$ cat src/rtl/key_input_pkg.sv
// Shared constants for the front-panel key input block: event field layout and width helper.
package key_input_pkg;

  localparam int unsigned NUM_KEYS   = 4;
  localparam int unsigned KEY_W      = 2;
  localparam int unsigned EV_W       = 4;
  localparam int unsigned EV_REPEAT  = 3;
  localparam int unsigned EV_PRESS   = 2;
  localparam int unsigned EV_KEY_LSB = 0;
  localparam int unsigned EV_KEY_MSB = 1;

  // Bits needed for a counter that spans 0..n-1 (at least one bit).
  function automatic int unsigned cnt_w(input int unsigned n);
    return (n < 2) ? 1 : $clog2(n);
  endfunction

endpackage

$ cat src/rtl/key_debounce.sv
// One button: two-flop synchroniser, debounce counter, stable level and a one-cycle change pulse.
// With AUTOREPEAT_EN defined, a held key also emits periodic repeat pulses.
module key_debounce
  import key_input_pkg::*;
#(
  parameter int unsigned DEBOUNCE_CYCLES = 120000
`ifdef AUTOREPEAT_EN
  , parameter int unsigned REPEAT_DELAY  = 6000000
  , parameter int unsigned REPEAT_PERIOD = 1200000
`endif
) (
  input  logic clk_i,
  input  logic rst_ni,
  input  logic key_ni,
  output logic level_o,
  output logic chg_o,
  output logic press_o,
  output logic rpt_o
);

  localparam int unsigned DB_W = cnt_w(DEBOUNCE_CYCLES);
  localparam logic [DB_W-1:0] DB_LAST = DB_W'(DEBOUNCE_CYCLES - 1);

  logic            sync1_q, sync1_d;
  logic            sync2_q, sync2_d;
  logic            stable_q, stable_d;
  logic [DB_W-1:0] cnt_q, cnt_d;
  logic            chg_q, chg_d;
  logic            press_q, press_d;

`ifdef AUTOREPEAT_EN
  localparam int unsigned RP_MAX = (REPEAT_DELAY > REPEAT_PERIOD) ? REPEAT_DELAY : REPEAT_PERIOD;
  localparam int unsigned RP_W   = cnt_w(RP_MAX);

  logic [RP_W-1:0] rep_cnt_q, rep_cnt_d;
  logic            rep_first_q, rep_first_d;
  logic            rpt_q, rpt_d;
  logic [RP_W-1:0] rep_last;
`endif

  always_comb begin
    sync1_d  = ~key_ni;
    sync2_d  = sync1_q;
    stable_d = stable_q;
    cnt_d    = cnt_q;
    chg_d    = 1'b0;
    press_d  = press_q;
`ifdef AUTOREPEAT_EN
    rpt_d       = rpt_q;
    rep_cnt_d   = rep_cnt_q;
    rep_first_d = rep_first_q;
    rep_last    = rep_first_q ? RP_W'(REPEAT_DELAY - 1) : RP_W'(REPEAT_PERIOD - 1);
`endif

    if (sync2_q == stable_q) begin
      cnt_d = '0;
    end else if (cnt_q == DB_LAST) begin
      stable_d = sync2_q;
      cnt_d    = '0;
      chg_d    = 1'b1;
      press_d  = sync2_q;
`ifdef AUTOREPEAT_EN
      rpt_d    = 1'b0;
`endif
    end else begin
      cnt_d = cnt_q + DB_W'(1);
    end

`ifdef AUTOREPEAT_EN
    // Repeat timer runs only while the accepted level is pressed; a level change restarts it.
    if (!stable_q || chg_d) begin
      rep_cnt_d   = '0;
      rep_first_d = 1'b1;
    end else if (rep_cnt_q == rep_last) begin
      rep_cnt_d   = '0;
      rep_first_d = 1'b0;
      chg_d       = 1'b1;
      press_d     = 1'b1;
      rpt_d       = 1'b1;
    end else begin
      rep_cnt_d = rep_cnt_q + RP_W'(1);
    end
`endif
  end

  always_ff @(posedge clk_i or negedge rst_ni) begin
    if (!rst_ni) begin
      sync1_q     <= 1'b0;
      sync2_q     <= 1'b0;
      stable_q    <= 1'b0;
      cnt_q       <= '0;
      chg_q       <= 1'b0;
      press_q     <= 1'b0;
`ifdef AUTOREPEAT_EN
      rpt_q       <= 1'b0;
      rep_cnt_q   <= '0;
      rep_first_q <= 1'b1;
`endif
    end else begin
      sync1_q     <= sync1_d;
      sync2_q     <= sync2_d;
      stable_q    <= stable_d;
      cnt_q       <= cnt_d;
      chg_q       <= chg_d;
      press_q     <= press_d;
`ifdef AUTOREPEAT_EN
      rpt_q       <= rpt_d;
      rep_cnt_q   <= rep_cnt_d;
      rep_first_q <= rep_first_d;
`endif
    end
  end

  assign level_o = stable_q;
  assign chg_o   = chg_q;
  assign press_o = press_q;
`ifdef AUTOREPEAT_EN
  assign rpt_o   = rpt_q;
`else
  assign rpt_o   = 1'b0;
`endif

endmodule

$ cat src/rtl/key_input.sv
// iceFUN push-button front end: per-key debounce, lowest-index arbiter, event FIFO, sticky overflow.
// Optional auto-repeat of held keys is compiled in with AUTOREPEAT_EN.
module key_input
  import key_input_pkg::*;
#(
  parameter int unsigned DEBOUNCE_CYCLES = 120000,
  parameter int unsigned FIFO_DEPTH      = 4
`ifdef AUTOREPEAT_EN
  , parameter int unsigned REPEAT_DELAY  = 6000000
  , parameter int unsigned REPEAT_PERIOD = 1200000
`endif
) (
  input  logic                clk12MHz,
  input  logic                rst_n,
  input  logic                key1,
  input  logic                key2,
  input  logic                key3,
  input  logic                key4,
  output logic [NUM_KEYS-1:0] keys_state,
  output logic                ev_valid,
  output logic [EV_W-1:0]     ev_data,
  input  logic                ev_ready,
  output logic                overflow,
  input  logic                ovf_clr
);

  localparam int unsigned PTR_W = cnt_w(FIFO_DEPTH);
  localparam int unsigned CNT_W = cnt_w(FIFO_DEPTH + 1);

  logic [NUM_KEYS-1:0] key_n;
  logic [NUM_KEYS-1:0] level, chg, press, rpt;

  assign key_n = {key4, key3, key2, key1};

  for (genvar g = 0; g < NUM_KEYS; g++) begin : g_key
    key_debounce #(
      .DEBOUNCE_CYCLES(DEBOUNCE_CYCLES)
`ifdef AUTOREPEAT_EN
      , .REPEAT_DELAY (REPEAT_DELAY)
      , .REPEAT_PERIOD(REPEAT_PERIOD)
`endif
    ) u_deb (
      .clk_i  (clk12MHz),
      .rst_ni (rst_n),
      .key_ni (key_n[g]),
      .level_o(level[g]),
      .chg_o  (chg[g]),
      .press_o(press[g]),
      .rpt_o  (rpt[g])
    );
  end

  logic [NUM_KEYS-1:0] pend_q, pend_d;
  logic [EV_W-1:0]     mem_q [FIFO_DEPTH];
  logic [EV_W-1:0]     mem_d [FIFO_DEPTH];
  logic [PTR_W-1:0]    wr_q, wr_d, rd_q, rd_d;
  logic [CNT_W-1:0]    count_q, count_d;
  logic                valid_q, valid_d;
  logic [EV_W-1:0]     data_q, data_d;
  logic                ovf_q, ovf_d;

  logic [NUM_KEYS-1:0] req, grant;
  logic [KEY_W-1:0]    gnt_idx;
  logic                found, pop, full, push_ok, drop;
  logic [EV_W-1:0]     push_ev;

  always_comb begin
    req     = pend_q | chg;
    grant   = '0;
    gnt_idx = '0;
    found   = 1'b0;
    for (int unsigned i = 0; i < NUM_KEYS; i++) begin
      if (req[i] && !found) begin
        found    = 1'b1;
        gnt_idx  = KEY_W'(i);
        grant[i] = 1'b1;
      end
    end
    // The pending tag lives in the debounce instance and holds until its next change pulse.
    pend_d                          = req & ~grant;
    push_ev                         = '0;
    push_ev[EV_REPEAT]              = rpt[gnt_idx];
    push_ev[EV_PRESS]               = press[gnt_idx];
    push_ev[EV_KEY_MSB:EV_KEY_LSB]  = gnt_idx;

    pop     = valid_q & ev_ready;
    full    = (count_q == CNT_W'(FIFO_DEPTH));
    push_ok = found & (~full | pop);
    drop    = found & full & ~pop;

    mem_d   = mem_q;
    wr_d    = wr_q;
    rd_d    = rd_q;
    count_d = count_q;
    if (push_ok) begin
      mem_d[wr_q] = push_ev;
      wr_d        = wr_q + PTR_W'(1);
    end
    if (pop) begin
      rd_d = rd_q + PTR_W'(1);
    end
    case ({push_ok, pop})
      2'b10:   count_d = count_q + CNT_W'(1);
      2'b01:   count_d = count_q - CNT_W'(1);
      default: count_d = count_q;
    endcase

    valid_d = (count_d != '0);
    data_d  = valid_d ? mem_d[rd_d] : data_q;
    ovf_d   = drop | (ovf_q & ~ovf_clr);
  end

  always_ff @(posedge clk12MHz or negedge rst_n) begin
    if (!rst_n) begin
      pend_q  <= '0;
      wr_q    <= '0;
      rd_q    <= '0;
      count_q <= '0;
      valid_q <= 1'b0;
      data_q  <= '0;
      ovf_q   <= 1'b0;
    end else begin
      pend_q  <= pend_d;
      wr_q    <= wr_d;
      rd_q    <= rd_d;
      count_q <= count_d;
      valid_q <= valid_d;
      data_q  <= data_d;
      ovf_q   <= ovf_d;
    end
  end

  // Storage needs no reset: the pointers and count define which entries are live.
  always_ff @(posedge clk12MHz) begin
    mem_q <= mem_d;
  end

  assign keys_state = level;
  assign ev_valid   = valid_q;
  assign ev_data    = data_q;
  assign overflow   = ovf_q;

endmodule

$ cat config.mk
export PLATFORM = sky130hd
export DESIGN_NAME = key_input
export DESIGN_NICKNAME = d
export VERILOG_FILES = /design/src/rtl/key_input_pkg.sv /design/src/rtl/key_debounce.sv /design/src/rtl/key_input.sv
export SDC_FILE = /design/constraint.sdc
export NUM_CORES = 1
export LEC_CHECK = 0
export BUFFER_PORTS_ARGS = -buffer_cell sky130_fd_sc_hd__buf_4
export CAP_MARGIN = 20
export CORE_UTILIZATION = 62
export CTS_CLUSTER_SIZE = 40
export DETAILED_ROUTE_END_ITERATION = 6
export GPL_TIMING_DRIVEN = 0
export HOLD_SLACK_MARGIN = 0.1
export PLACE_DENSITY = 0.83
export SKIP_LAST_GASP = 1
export SYNTH_ARGS = -nofsm -noshare
export SYNTH_HDL_FRONTEND = slang
export SYNTH_SLANG_ARGS = --single-unit
$ cat constraint.sdc
create_clock -name clk12MHz -period 3.7 [get_ports clk12MHz]
set_input_delay 0.74 -clock clk12MHz [delete_from_list [all_inputs] [get_ports clk12MHz]]
set_output_delay 0.74 -clock clk12MHz [all_outputs]
set_load 0.03 [all_outputs]
==> results.rst, run 1 <==
.. list-table::
   :header-rows: 1

   * - Metric
     - Value
   * - Outcome
     - finished, final reports clean
   * - Initial DRC Count
     - 226
   * - Die area
     - 0.008881 mm^2
   * - Avg Synthesized Cell Area
     - 10.36 um^2
   * - YS warnings
     - 0
   * - Period Utilization, post-route
     - 87.98%
   * - Final critical-path required period
     - 3.255 ns
   * - Clock network latency to the later pin of the worst-skew pair
     - 0.51 ns
   * - Clk pin slew, worst setup/hold paths
     - 0.06 ns
   * - Type of the setup path with the least slack
     - reg -> reg
   * - CTS Root Cell
     - sky130_fd_sc_hd__clkbuf_8
   * - Slowest cell delay on critical path
     - 0.51 ns
   * - Area added between synthesis and finish
     - 17.39%
   * - Total of hold buffers inserted after clock tree synthesis
     - 0
   * - Post-CTS Setup Inserts
     - 0
   * - Drt total wl
     - 10.35 mm
   * - Setup-violating endpoint count in the final report
     - 0
   * - # rows
     - 33
   * - FF+latch count, synth
     - 116
   * - Final cell utilization of the core
     - 75.36%
   * - Maximum capacitance violations
     - 0
   * - Hold_ws
     - 0.1416 ns
   * - Routed vias/inst
     - 5.827
   * - Most used cell, CP
     - sky130_fd_sc_hd__nand2_2
   * - Sum of overflow across all layers after global routing
     - 0
   * - Global Route Usage Sum
     - 26.50%
   * - Worst-case register-to-register setup slack
     - 0.44 ns
   * - Cell depth of the worst flop-to-flop path
     - 11
   * - Core ar.
     - 0.008217 mm^2
   * - Worst Path Arrival
     - 3.64 ns
   * - Horiz. Die Dim
     - 94.24 um
   * - Starting density of the core
     - 64.20%
   * - TritonCTS clock tree
     - yes
   * - Leakage dissipation
     - 0.002862 uW
   * - Start of the worst register-to-register path
     - g_key[2].u_deb.chg_o
   * - Antenna diode count
     - 0
   * - First-pass GRT wire length
     - 17.86 mm
   * - Power consumption
     - 3074 uW
   * - Final net count
     - 564
   * - Synthesized cell area
     - 0.005275 mm^2
   * - Number of buffers created by CTS
     - 17
   * - Per-cell routed wire length
     - 15.59 um
   * - Synthesized Nets
     - 527
   * - Worst slew margin
     - 66.78%
   * - Peak supply drop
     - 0.0004412 V
   * - Category of the worst setup path launch point
     - flip-flop
   * - Number of enable flip-flop cells after synthesis
     - 0
   * - Vias in the first global route
     - 3964
   * - Depth of the CTS H-tree
     - 4
   * - PostCTS Resize Cnt
     - 0
   * - Largest net degree at the start of global routing
     - 76
   * - Bufs on Longest Clock Path
     - 2
   * - Worst-case clock skew
     - 0.006364 ns
   * - Number of hold violations in the final report
     - 0
   * - Post-route DRC
     - 0
   * - Sequential share of the synthesized area
     - 53.51%
   * - Design area
     - 0.006192 mm^2
   * - Highest achievable clock rate
     - 0.3072 GHz
   * - Total number of vias
     - 3869
   * - Worst setup EP type
     - flip-flop
   * - Pin slew with the least headroom to its limit
     - 0.4942 ns
   * - Crit-path max FO
     - 10
   * - Ratio of cells with drive above 1 in the final layout
     - 14.49%
   * - I/O Buffers
     - 17
   * - Critical path, cell by cell
     - nor4_2 > nand2_2 > nand2_2 > ha_1 > fa_1 > nor3b_1 > o22a_2 > nand2_2 > nand2_1 > a211oi_1 > a311o_1
   * - Antenna violations before repair
     - 0
   * - Total number of clock tree sinks
     - 116
   * - Share of synthesized registers carrying an async set or reset
     - 86.21%
   * - Setup repair after global routing missed its margin
     - no
   * - Final Max Tran Viols
     - 0
   * - Number of primary I/O pins
     - 18
   * - Detailed placement HPWL
     - 6.777 mm
   * - Total placed instance area
     - 0.005562 mm^2
   * - Syn Inst Count
     - 509
   * - Crit path required time
     - 4.09 ns
   * - Launch point of the worst path
     - g_key[2].u_deb.chg_o
   * - Router iterations before antenna repair
     - 5
   * - Post-DRT Antenna Nets
     - 0
   * - Final GP Congestion
     - 0.8160
   * - Post-synth cell types
     - 49
   * - Aggregate negative setup slack
     - 0 ns
   * - Worst hold path class
     - in -> async
   * - Worst reg2reg endpoint
     - ev_data[2]
   * - Die Span Y
     - 94.24 um
   * - Highest-delay cell along the critical path
     - sky130_fd_sc_hd__nor4_2
   * - Dominant synthesized flop cell
     - sky130_fd_sc_hd__dfrtp_1
   * - Cell area power density
     - 496.4 mW/mm^2
## area by class of cell
type	instances	area (um^2)
Timing Repair Buffer	18	155.1
Multi-Input combinational cell	365	2332
Inverter	20	75.07
Sequential cell	116	2823
Clock buffer	18	427.9
Fill cell	517	2024
Tap cell	105	131.4
Buffer	8	45.04
Clock inverter	14	202.7
## worst max path at each step
| stage | endpoint | depth (start not counted) |
|---|---|---|
| floorplan | ev_data[2] | 11 |
| global placement | ev_data[2] | 12 |
| detailed placement | ev_data[2] | 12 |
| CTS | ev_data[2] | 11 |
| global route | ev_data[2] | 11 |
| finish | ev_data[2] | 11 |
## kinds of logic (layout without fill, tap and decap cells)
kind of cell | Yosys count | in the layout | synth area share (%)
adder cells (fa/ha/maj) | 10 | 10 | 2.514
AO/OA/AOI/OAI | 50 | 50 | 5.906
buffers and inverters | 28 | 78 | 2.277
XOR/XNOR | 62 | 62 | 10.58
AND/OR/NAND/NOR | 223 | 223 | 21.11
multiplexers | 20 | 20 | 4.103
flip-flops | 116 | 116 | 53.51
## cell usage after synthesis (all sizes together) (4+ instances only)
library cell | instances | area (um^2)
a211oi | 4 | 35.03
inv | 20 | 75.07
or3 | 7 | 43.79
a21oi | 22 | 110.1
mux2 | 13 | 146.4
dfxtp | 16 | 320.3
ha | 9 | 112.6
nor3 | 10 | 55.05
xor2 | 35 | 321.6
nand2 | 38 | 155.2
and2 | 12 | 75.07
o21ai | 14 | 70.06
clkbuf | 4 | 15.01
nand3 | 30 | 150.1
dfrtp | 100 | 2502
and4 | 6 | 52.55
mux2i | 7 | 70.07
xnor2 | 27 | 236.5
and3 | 15 | 93.84
nand4 | 12 | 75.07
buf | 4 | 30.03
nor2 | 78 | 292.8
## report_power, final
group / internal (uW) / switching [uW] / total, uW
sequential: 1280 / 14.4 / 1300
combinational: 21.1 / 44.8 / 65.9
clock: 1120 / 594 / 1710
## sequential cells by signal (all words and copies together), names as in the netlist, 3 cells and up
signal,cells
g_key.u_deb.cnt_q,68
mem_q,16
ev_data,4
g_key.u_deb.chg_o,4
g_key.u_deb.level_o,4
g_key.u_deb.sync1_q,4
g_key.u_deb.sync2_q,4
count_q,3
pend_q,3
## layer usage
layer	up-vias	global-route usage (%)	wire [um]
met5	-	0	0
met4	0	11.92	197
met3	24	7.362	488
met2	140	44.32	5203
met1	1885	31.72	4462
li1	1820	-	-
## placed cells by master (no fill, tap or decap), drive strengths merged, types with 16 or more instances in the layout
master	synthesis	layout
buf	4	22
dfxtp	16	16
xnor2	27	27
clkbuf	4	22
nand2	38	38
a21oi	22	22
nor2	78	78
nand3	30	30
dfrtp	100	100
inv	20	22
xor2	35	35
## critical path: cells and delay by family (launching register included)
kind | cells | cell delay (ns)
flip-flops | 1 | 0.41
AO/OA/AOI/OAI | 3 | 0.59
AND/OR/NAND/NOR | 6 | 1.45
adder cells (fa/ha/maj) | 2 | 0.70
## through the flow
step / worst slack (ns) / cells
global placement: 0.4071 / 631
finish: 0.4446 / 664
global route: 0.3515 / 664
floorplan: 0.7405 / 509
detailed placement: 0.3144 / 632
CTS: 0.5063 / 664
(Power assumes the default switching activity.)
==> run 2: changes to the inputs <==
- PLACE_DENSITY: 0.83 -> 0.82
- SYNTH_HIERARCHICAL: default -> 1
==> run 2 against run 1 <==
Area after synthesis grew 14%. Worst setup slack gained 0.18 ns. Register-to-register slack gained 0.18 ns. Largest power group unchanged.
==> results.rst, run 2 <==
.. list-table::
   :header-rows: 1

   * - Metric
     - Value
   * - Register cell area after layout
     - 0.002823 mm^2 (unchanged)
   * - Detailed placement HPWL
     - 7.810 mm (+15%)
   * - Dominant synthesized flop cell
     - sky130_fd_sc_hd__dfrtp_1
   * - Worst Path Buf+Inv
     - 0 (unchanged)
   * - Worst setup EP type
     - flip-flop
   * - Share of synthesized registers carrying an async set or reset
     - 86.21% (unchanged)
   * - Commonest cells in the netlist
     - sky130_fd_sc_hd__dfrtp_1 (100), sky130_fd_sc_hd__nor2_1 (65), sky130_fd_sc_hd__nand2_1 (34), sky130_fd_sc_hd__nand3_1 (34)
   * - Sum of overflow across all layers after global routing
     - 0 (unchanged)
   * - Post-synth cell types
     - 72 (+47%)
   * - Peak supply drop
     - 0.0003504 V (-21%)
   * - Post-DRT Antenna Nets
     - 0 (unchanged)
   * - Starting density of the core
     - 64.60% (+0.40 points)
   * - Horiz. Die Dim
     - 100.4 um (+6.5%)
   * - Clk pin slew, worst setup/hold paths
     - 0.05 ns (about the same)
   * - Pin slew with the least headroom to its limit
     - 0.6022 ns (+0.1080 ns)
   * - FF+latch count, synth
     - 116 (unchanged)
   * - # rows
     - 35 (+6.1%)
   * - Routed vias/inst
     - 5.869 (+0.73%)
   * - Hold_ws
     - 0.1646 ns (+0.02307 ns)
   * - Crit path required time
     - 4.09 ns (about the same)
   * - Most frequent standard cell in the layout excluding fill and tap cells
     - sky130_fd_sc_hd__dfrtp_1
   * - Worst Path Arrival
     - 3.47 ns (-0.17 ns)
   * - Die area
     - 0.01007 mm^2 (+13%)
   * - Largest reg by FF count
     - g_key.u_deb/cnt_q
   * - Area added between synthesis and finish
     - 15.15%
   * - Type of the setup path with the least slack
     - reg -> reg
   * - Sequential share of the synthesized area
     - 47.07% (-6.4 points)
   * - Final critical-path required period
     - 3.078 ns (-0.1776 ns)
   * - Synthesized Nets
     - 597 (+13%)
   * - Highest-count cells in the layout ignoring fill and taps
     - sky130_fd_sc_hd__dfrtp_1 (100), sky130_fd_sc_hd__nor2_1 (65), sky130_fd_sc_hd__nand2_1 (34), sky130_fd_sc_hd__nand3_1 (34)
   * - Setup-violating endpoint count in the final report
     - 0 (unchanged)
   * - Number of flip-flops under the largest register name
     - 68 (unchanged)
   * - Period Utilization, post-route
     - 83.18% (-4.8 points)
   * - Number of enable flip-flop cells after synthesis
     - 0 (unchanged)
   * - Category of the worst setup path launch point
     - flip-flop
   * - Cell area power density
     - 514.1 mW/mm^2 (+3.6%)
   * - Drt total wl
     - 11.97 mm (+16%)
   * - Core ar.
     - 0.009284 mm^2 (+13%)
   * - Number of hold violations in the final report
     - 0 (unchanged)
   * - Per-cell routed wire length
     - 15.79 um (+1.3%)
   * - Layout filler cell count
     - 649 (+26%)
   * - Cell taking the most area after synthesis
     - sky130_fd_sc_hd__dfrtp_1
   * - Antenna diode count
     - 0 (unchanged)
   * - Initial DRC Count
     - 204 (-9.7%)
   * - YS warnings
     - 6 (+6)
   * - Antenna violations before repair
     - 0 (unchanged)
   * - Leakage dissipation
     - 0.002975 uW (+4.0%)
   * - Number of primary I/O pins
     - 18 (unchanged)
   * - I/O Buffers
     - 16 (-1)
   * - Bufs on Longest Clock Path
     - 2 (unchanged)
   * - Post-CTS Setup Inserts
     - 0 (unchanged)
   * - Total number of vias
     - 4449 (+15%)
   * - Worst-case clock skew
     - 0.007397 ns (+0.001033 ns)
   * - Largest net degree at the start of global routing
     - 74 (-2.6%)
   * - PostCTS Resize Cnt
     - 0 (unchanged)
   * - Clock network latency to the later pin of the worst-skew pair
     - 0.51 ns (about the same)
   * - Most frequently used cell type in the post-synthesis netlist
     - sky130_fd_sc_hd__dfrtp_1
   * - Highest achievable clock rate
     - 0.3249 GHz (+5.8%)
   * - Top cells by area, synth
     - sky130_fd_sc_hd__dfrtp_1 (42%), sky130_fd_sc_hd__dfxtp_1 (5.3%), sky130_fd_sc_hd__xor2_1 (4.1%)
   * - Router iterations before antenna repair
     - 5 (unchanged)
   * - Global Route Usage Sum
     - 26.10% (-0.41 points)
   * - CTS Root Cell
     - sky130_fd_sc_hd__clkbuf_8
   * - Power consumption
     - 3550 uW (+15%)
   * - Final Max Tran Viols
     - 0 (unchanged)
   * - Vias in the first global route
     - 4399 (+11%)
   * - Worst slew margin
     - 59.56% (-7.2 points)
   * - Ratio of cells with drive above 1 in the final layout
     - 20.19% (+5.7 points)
   * - Final GP Congestion
     - 0.8430 (+3.3%)
   * - Depth of the CTS H-tree
     - 4 (unchanged)
   * - Die Span Y
     - 100.4 um (+6.5%)
   * - Total number of clock tree sinks
     - 116 (unchanged)
   * - Slowest cell delay on critical path
     - 0.56 ns (+0.05 ns)
   * - Final cell utilization of the core
     - 74.38% (-0.98 points)
   * - Post-route DRC
     - 0 (unchanged)
   * - Maximum capacitance violations
     - 0 (unchanged)
   * - Cell class contributing the biggest share of worst-path delay
     - simple AND/OR/NAND/NOR gates
   * - Syn Inst Count
     - 580 (+14%)
   * - Setup repair after global routing missed its margin
     - no
   * - Aggregate negative setup slack
     - 0 ns (unchanged)
   * - Worst hold path class
     - in -> async
   * - Critical path, cell by cell
     - nor4_4 > nand2_1 > nor2_1 > fa_1 > nor4_1 > a31o_1 > a21o_1 > a31oi_4 > mux2_2
   * - TritonCTS clock tree
     - yes
   * - Avg Synthesized Cell Area
     - 10.34 um^2 (-0.23%)
   * - Synthesized cell area
     - 0.005997 mm^2 (+14%)
   * - Total of hold buffers inserted after clock tree synthesis
     - 0 (unchanged)
   * - Crit-path max FO
     - 8 (-2)
   * - Area of the multi-input gates
     - 0.002864 mm^2 (+23%)
   * - Number of buffers created by CTS
     - 17 (unchanged)
   * - Outcome
     - finished, final reports clean
   * - First-pass GRT wire length
     - 20.38 mm (+14%)
   * - Highest-delay cell along the critical path
     - sky130_fd_sc_hd__nor4_4
   * - Area share of the largest cell type after synthesis
     - 41.73% (-5.7 points)
   * - Final net count
     - 633 (+12%)
   * - Leading registers by flop count
     - g_key.u_deb/cnt_q (68), mem_q (16)
## run 2: changes by cell type after synthesis, moves of 6 or more
cell,change
sky130_fd_sc_hd__a21oi_1,+6
sky130_fd_sc_hd__and2_1,-6
sky130_fd_sc_hd__or2_2,+6
sky130_fd_sc_hd__mux2_2,+6
sky130_fd_sc_hd__and4_1,-6
sky130_fd_sc_hd__nor2_1,-13
sky130_fd_sc_hd__buf_6,+13
sky130_fd_sc_hd__nor4_1,+10
## run 2: metrics by stage
| stage | instances | worst slack, ns | area, um^2 |
|---|---|---|---|
| CTS | 758 | 0.6375 | 6905 |
| finish | 758 | 0.6222 | 6905 |
| global route | 758 | 0.4850 | 6905 |
| global placement | 725 | 0.7381 | 6279 |
| detailed placement | 726 | 0.6620 | 6306 |
| floorplan | 580 | 1.034 | 5997 |
## run 2: worst paths after layout
| kind | startpoint | end | slack (ns) | cells after the start |
|---|---|---|---|---|
| max | g_key[2].u_deb/chg_o | ev_data[3] | 0.62 | 9 |
| min | rst_n | g_key[1].u_deb/cnt_q[3] | 0.16 | 1 |
| max reg2reg | g_key[2].u_deb/chg_o | ev_data[3] | 0.62 | 9 |
| min reg2reg | g_key[2].u_deb/sync1_q | g_key[2].u_deb/sync2_q | 0.35 | 0 |
| max in group asynchronous | rst_n | g_key[3].u_deb/cnt_q[2] | 2.86 | 2 |
| min in group clk12MHz | g_key[2].u_deb/sync1_q | g_key[2].u_deb/sync2_q | 0.35 | 0 |
## run 2: cell type report
cell class | instances | area share (%)
Multi-Input combinational cell | 416 | 41.47
Sequential cell | 116 | 40.88
Clock buffer | 22 | 6.414
Buffer | 26 | 3.298
Tap cell | 129 | 2.337
Clock inverter | 10 | 2.265
Timing Repair Buffer | 17 | 2.138
Inverter | 22 | 1.196
## run 2: kinds of logic after synthesis
family                   Yosys count  synth area share (%)
other                              4                0.2503
flip-flops                       116                 47.07
AO/OA/AOI/OAI                     98                 11.98
buffers and inverters             48                 5.174
multiplexers                      22                 4.069
XOR/XNOR                          50                 7.302
adder cells (fa/ha/maj)            9                 2.003
AND/OR/NAND/NOR                  233                 22.16
## run 2: power breakdown
group | switching [uW] | internal (uW)
logic | 307 | 204
registers | 62.1 | 1320
clock network | 547 | 1110
## run 2: layer usage
| metal | wire length, um | vias up | global-route usage (%) |
|---|---|---|---|
| met1 | 5291 | 2201 | 31.70 |
| met3 | 325 | 18 | 5.989 |
| met5 | 0 | - | 0 |
| li1 | - | 2154 | - |
| met4 | 223 | 0 | 10.93 |
| met2 | 6128 | 76 | 44.78 |
==> run 3: changes to the inputs <==
- CORE_UTILIZATION: 62 -> 56
- PLACE_DENSITY: 0.82 -> 0.79
- clock period: 3.7 -> 2.6 ns (I/O delays scaled with it)
==> run 3 against run 2 <==
Via count rose by 1.4%. First-iteration DRC count rose by 32%. Clock skew rose by 0.0018 ns. Worst setup slack got worse by 0.59 ns. Critical path type unchanged. Total power rose by 43%. Wire length barely moved. Register-to-register slack got worse by 0.59 ns. Sequential power rose by 42%. Die area rose by 10%. Critical path depth did not move. Combinational power rose by 52%.
==> results.rst, run 3 (synthesis gave the netlist of run 2 again) <==
.. list-table::
   :header-rows: 1

   * - Metric
     - Value
   * - Setup ws final
     - 0.03483 ns (-0.5874 ns)
   * - Area added between synthesis and finish
     - 16.71%
   * - Per-cell routed wire length
     - 15.51 um (-1.7%)
   * - Total number of vias
     - 4512 (+1.4%)
   * - Maximum capacitance violations
     - 0 (unchanged)
   * - Most crowded layer after global routing
     - met2
   * - Bufs on Longest Clock Path
     - 2 (unchanged)
   * - Global routing met3 resource utilization
     - 5.257% (-0.73 points)
   * - Largest net degree at the start of global routing
     - 58 (-22%)
   * - Type of the setup path with the least slack
     - reg -> reg
   * - # rows
     - 37 (+5.7%)
   * - Share of power burned in combinational logic
     - 15.3% (+0.9 points)
   * - Die area
     - 0.01113 mm^2 (+10%)
   * - Die Span Y
     - 105.5 um (+5.1%)
   * - Internal power consumption
     - 3739 uW (+42%)
   * - Final GP Congestion
     - 0.7961 (-5.6%)
   * - TritonCTS clock tree
     - yes
   * - GR Util met1
     - 29.09% (-2.6 points)
   * - CTS Root Cell
     - sky130_fd_sc_hd__clkbuf_8
   * - Worst-case clock skew
     - 0.009199 ns (+0.001803 ns)
   * - Final net count
     - 640 (+1.1%)
   * - Layout filler cell count
     - 792 (+22%)
   * - Clock network latency to the later pin of the worst-skew pair
     - 0.53 ns (+0.02 ns)
   * - Sum of overflow across all layers after global routing
     - 0 (unchanged)
   * - Global Route Usage Sum
     - 23.31% (-2.8 points)
   * - Outcome
     - finished, final reports clean
   * - Worst slew margin
     - 54.91% (-4.7 points)
   * - Routed vias/inst
     - 5.845 (-0.42%)
   * - Vias in the first global route
     - 4399 (unchanged)
   * - Crit-path max FO
     - 5 (-3)
   * - Number of buffers created by CTS
     - 17 (unchanged)
   * - Largest reg by FF count
     - g_key.u_deb/cnt_q
   * - Detailed placement HPWL
     - 7.817 mm (about the same)
   * - Register share of total power
     - 39.0% (about the same)
   * - Post-DRT Antenna Nets
     - 0 (unchanged)
   * - Depth of the CTS H-tree
     - 4 (unchanged)
   * - Peak supply drop
     - 0.0004934 V (+41%)
   * - Worst hold path class
     - in -> reg
   * - Category of the worst setup path launch point
     - flip-flop
   * - Pin slew with the least headroom to its limit
     - 0.6763 ns (+0.07410 ns)
   * - Starting density of the core
     - 57.83% (-6.8 points)
   * - Net Sw Power
     - 1327 uW (+45%)
   * - Aggregate negative setup slack
     - 0 ns (unchanged)
   * - Worst Path Arrival
     - 2.97 ns (-0.50 ns)
   * - Router iterations before antenna repair
     - 4 (-1)
   * - Met2 Resource Use GR
     - 38.72% (-6.1 points)
   * - Number of primary I/O pins
     - 18 (unchanged)
   * - Worst setup EP type
     - flip-flop
   * - Most frequent standard cell in the layout excluding fill and tap cells
     - sky130_fd_sc_hd__dfrtp_1
   * - Final critical-path required period
     - 2.565 ns (-0.5126 ns)
   * - Antenna diode count
     - 0 (unchanged)
   * - Cell area power density
     - 723.8 mW/mm^2 (+41%)
   * - First-pass GRT wire length
     - 20.31 mm (-0.34%)
   * - Power consumption
     - 5066 uW (+43%)
   * - Ratio of cells with drive above 1 in the final layout
     - 21.86% (+1.7 points)
   * - Setup-violating endpoint count in the final report
     - 0 (unchanged)
   * - Initial DRC Count
     - 269 (+32%)
   * - Highest achievable clock rate
     - 0.3898 GHz (+20%)
   * - Core ar.
     - 0.01037 mm^2 (+12%)
   * - Horiz. Die Dim
     - 105.5 um (+5.1%)
   * - Antenna violations before repair
     - 0 (unchanged)
   * - Pre-CTS worst setup slack
     - -0.3512 ns (-1.013 ns)
   * - Post-route DRC
     - 0 (unchanged)
   * - Hold_ws
     - 0.1207 ns (-0.04396 ns)
   * - Crit path required time
     - 3.01 ns (-1.08 ns)
   * - Leading registers by flop count
     - g_key.u_deb/cnt_q (68), mem_q (16)
   * - Final Max Tran Viols
     - 0 (unchanged)
   * - Drt total wl
     - 11.98 mm (about the same)
   * - Final cell utilization of the core
     - 67.50% (-6.9 points)
   * - Proportion of power drawn by the clock network
     - 45.7% (-0.9 points)
   * - Highest-count cells in the layout ignoring fill and taps
     - sky130_fd_sc_hd__dfrtp_1 (100), sky130_fd_sc_hd__nor2_1 (64), sky130_fd_sc_hd__nand3_1 (34)
   * - Period Utilization, post-route
     - 98.66% (+15 points)
   * - Clk pin slew, worst setup/hold paths
     - 0.06 ns (about the same)
   * - Number of flip-flops under the largest register name
     - 68 (unchanged)
   * - I/O Buffers
     - 16 (unchanged)
   * - Switching fraction of total power
     - 26.19% (+0.39 points)
   * - Total number of clock tree sinks
     - 116 (unchanged)
   * - Number of hold violations in the final report
     - 0 (unchanged)
   * - Leakage dissipation
     - 0.003024 uW (+1.6%)
-- run 3: final timing paths --
| kind | startpoint | end | slack (ns) | cells after the start |
|---|---|---|---|---|
| worst min-delay path | key3 | g_key[2].u_deb/sync1_q | 0.12 | 2 |
| worst max register to register | pend_q[3] | ev_data[2] | 0.03 | 9 |
| min in group asynchronous | rst_n | g_key[2].u_deb/cnt_q[14] | 0.52 | 2 |
| worst min register to register | g_key[0].u_deb/sync1_q | g_key[0].u_deb/sync2_q | 0.35 | 0 |
| max in group asynchronous | rst_n | g_key[3].u_deb/cnt_q[0] | 1.39 | 3 |
| worst max-delay path | pend_q[3] | ev_data[2] | 0.03 | 9 |
-- run 3: through the flow --
step / std cells / cell area (um^2)
CTS: 768 / 6945
finish: 772 / 6999
detailed placement: 733 / 6320
global route: 772 / 6999
floorplan: 580 / 6002
global placement: 732 / 6292
-- run 3: cell type report --
type / count / area, um^2 / share of cell area (%)
sequential: 116 / 2823 / 40.33
inverter: 22 / 82.58 / 1.180
clock inverter: 9 / 126.4 / 1.806
clock buffer: 23 / 466.7 / 6.668
multi-input combinational: 416 / 2900 / 41.44
tap: 136 / 170.2 / 2.431
buffer: 26 / 227.7 / 3.253
timing repair buffer: 24 / 202.7 / 2.896
-- run 3: power groups by stage --
stage               Combinational, uW  Sequential (uW)  Clock, uW
global placement                  691             1990          0
CTS                               729             1970       2350
detailed placement                715             2000          0
finish                            776             1970       2320
global route                      849             1990       2430
floorplan                         508             2020          0
-- run 3: repair_timing --
item	4_1_cts	5_1_grt
hold endpoints to repair	43	0
resized for setup	2	6
cloned	0	0
buffers inserted	2	4
hold buffers	1	0
pin swaps	2	6
setup endpoints to repair	4	4
-- run 3: critical path, stage by stage, from the launching register on --
cell	delay [ns]
sky130_fd_sc_hd__dfrtp_1	0.42
sky130_fd_sc_hd__nor4_4	0.34
sky130_fd_sc_hd__nand2_2	0.14
sky130_fd_sc_hd__nor2_4	0.16
sky130_fd_sc_hd__fa_2	0.27
sky130_fd_sc_hd__nor4_2	0.07
sky130_fd_sc_hd__a31o_1	0.19
sky130_fd_sc_hd__a21o_1	0.20
sky130_fd_sc_hd__a31oi_4	0.31
sky130_fd_sc_hd__mux2_4	0.34
-- run 3: routing by layer --
metal / up-vias / share of wire (%)
li1: 2161 / -
met1: 2247 / 45
met2: 90 / 51
met3: 14 / 3.2
met4: 0 / 1.0
met5: - / 0
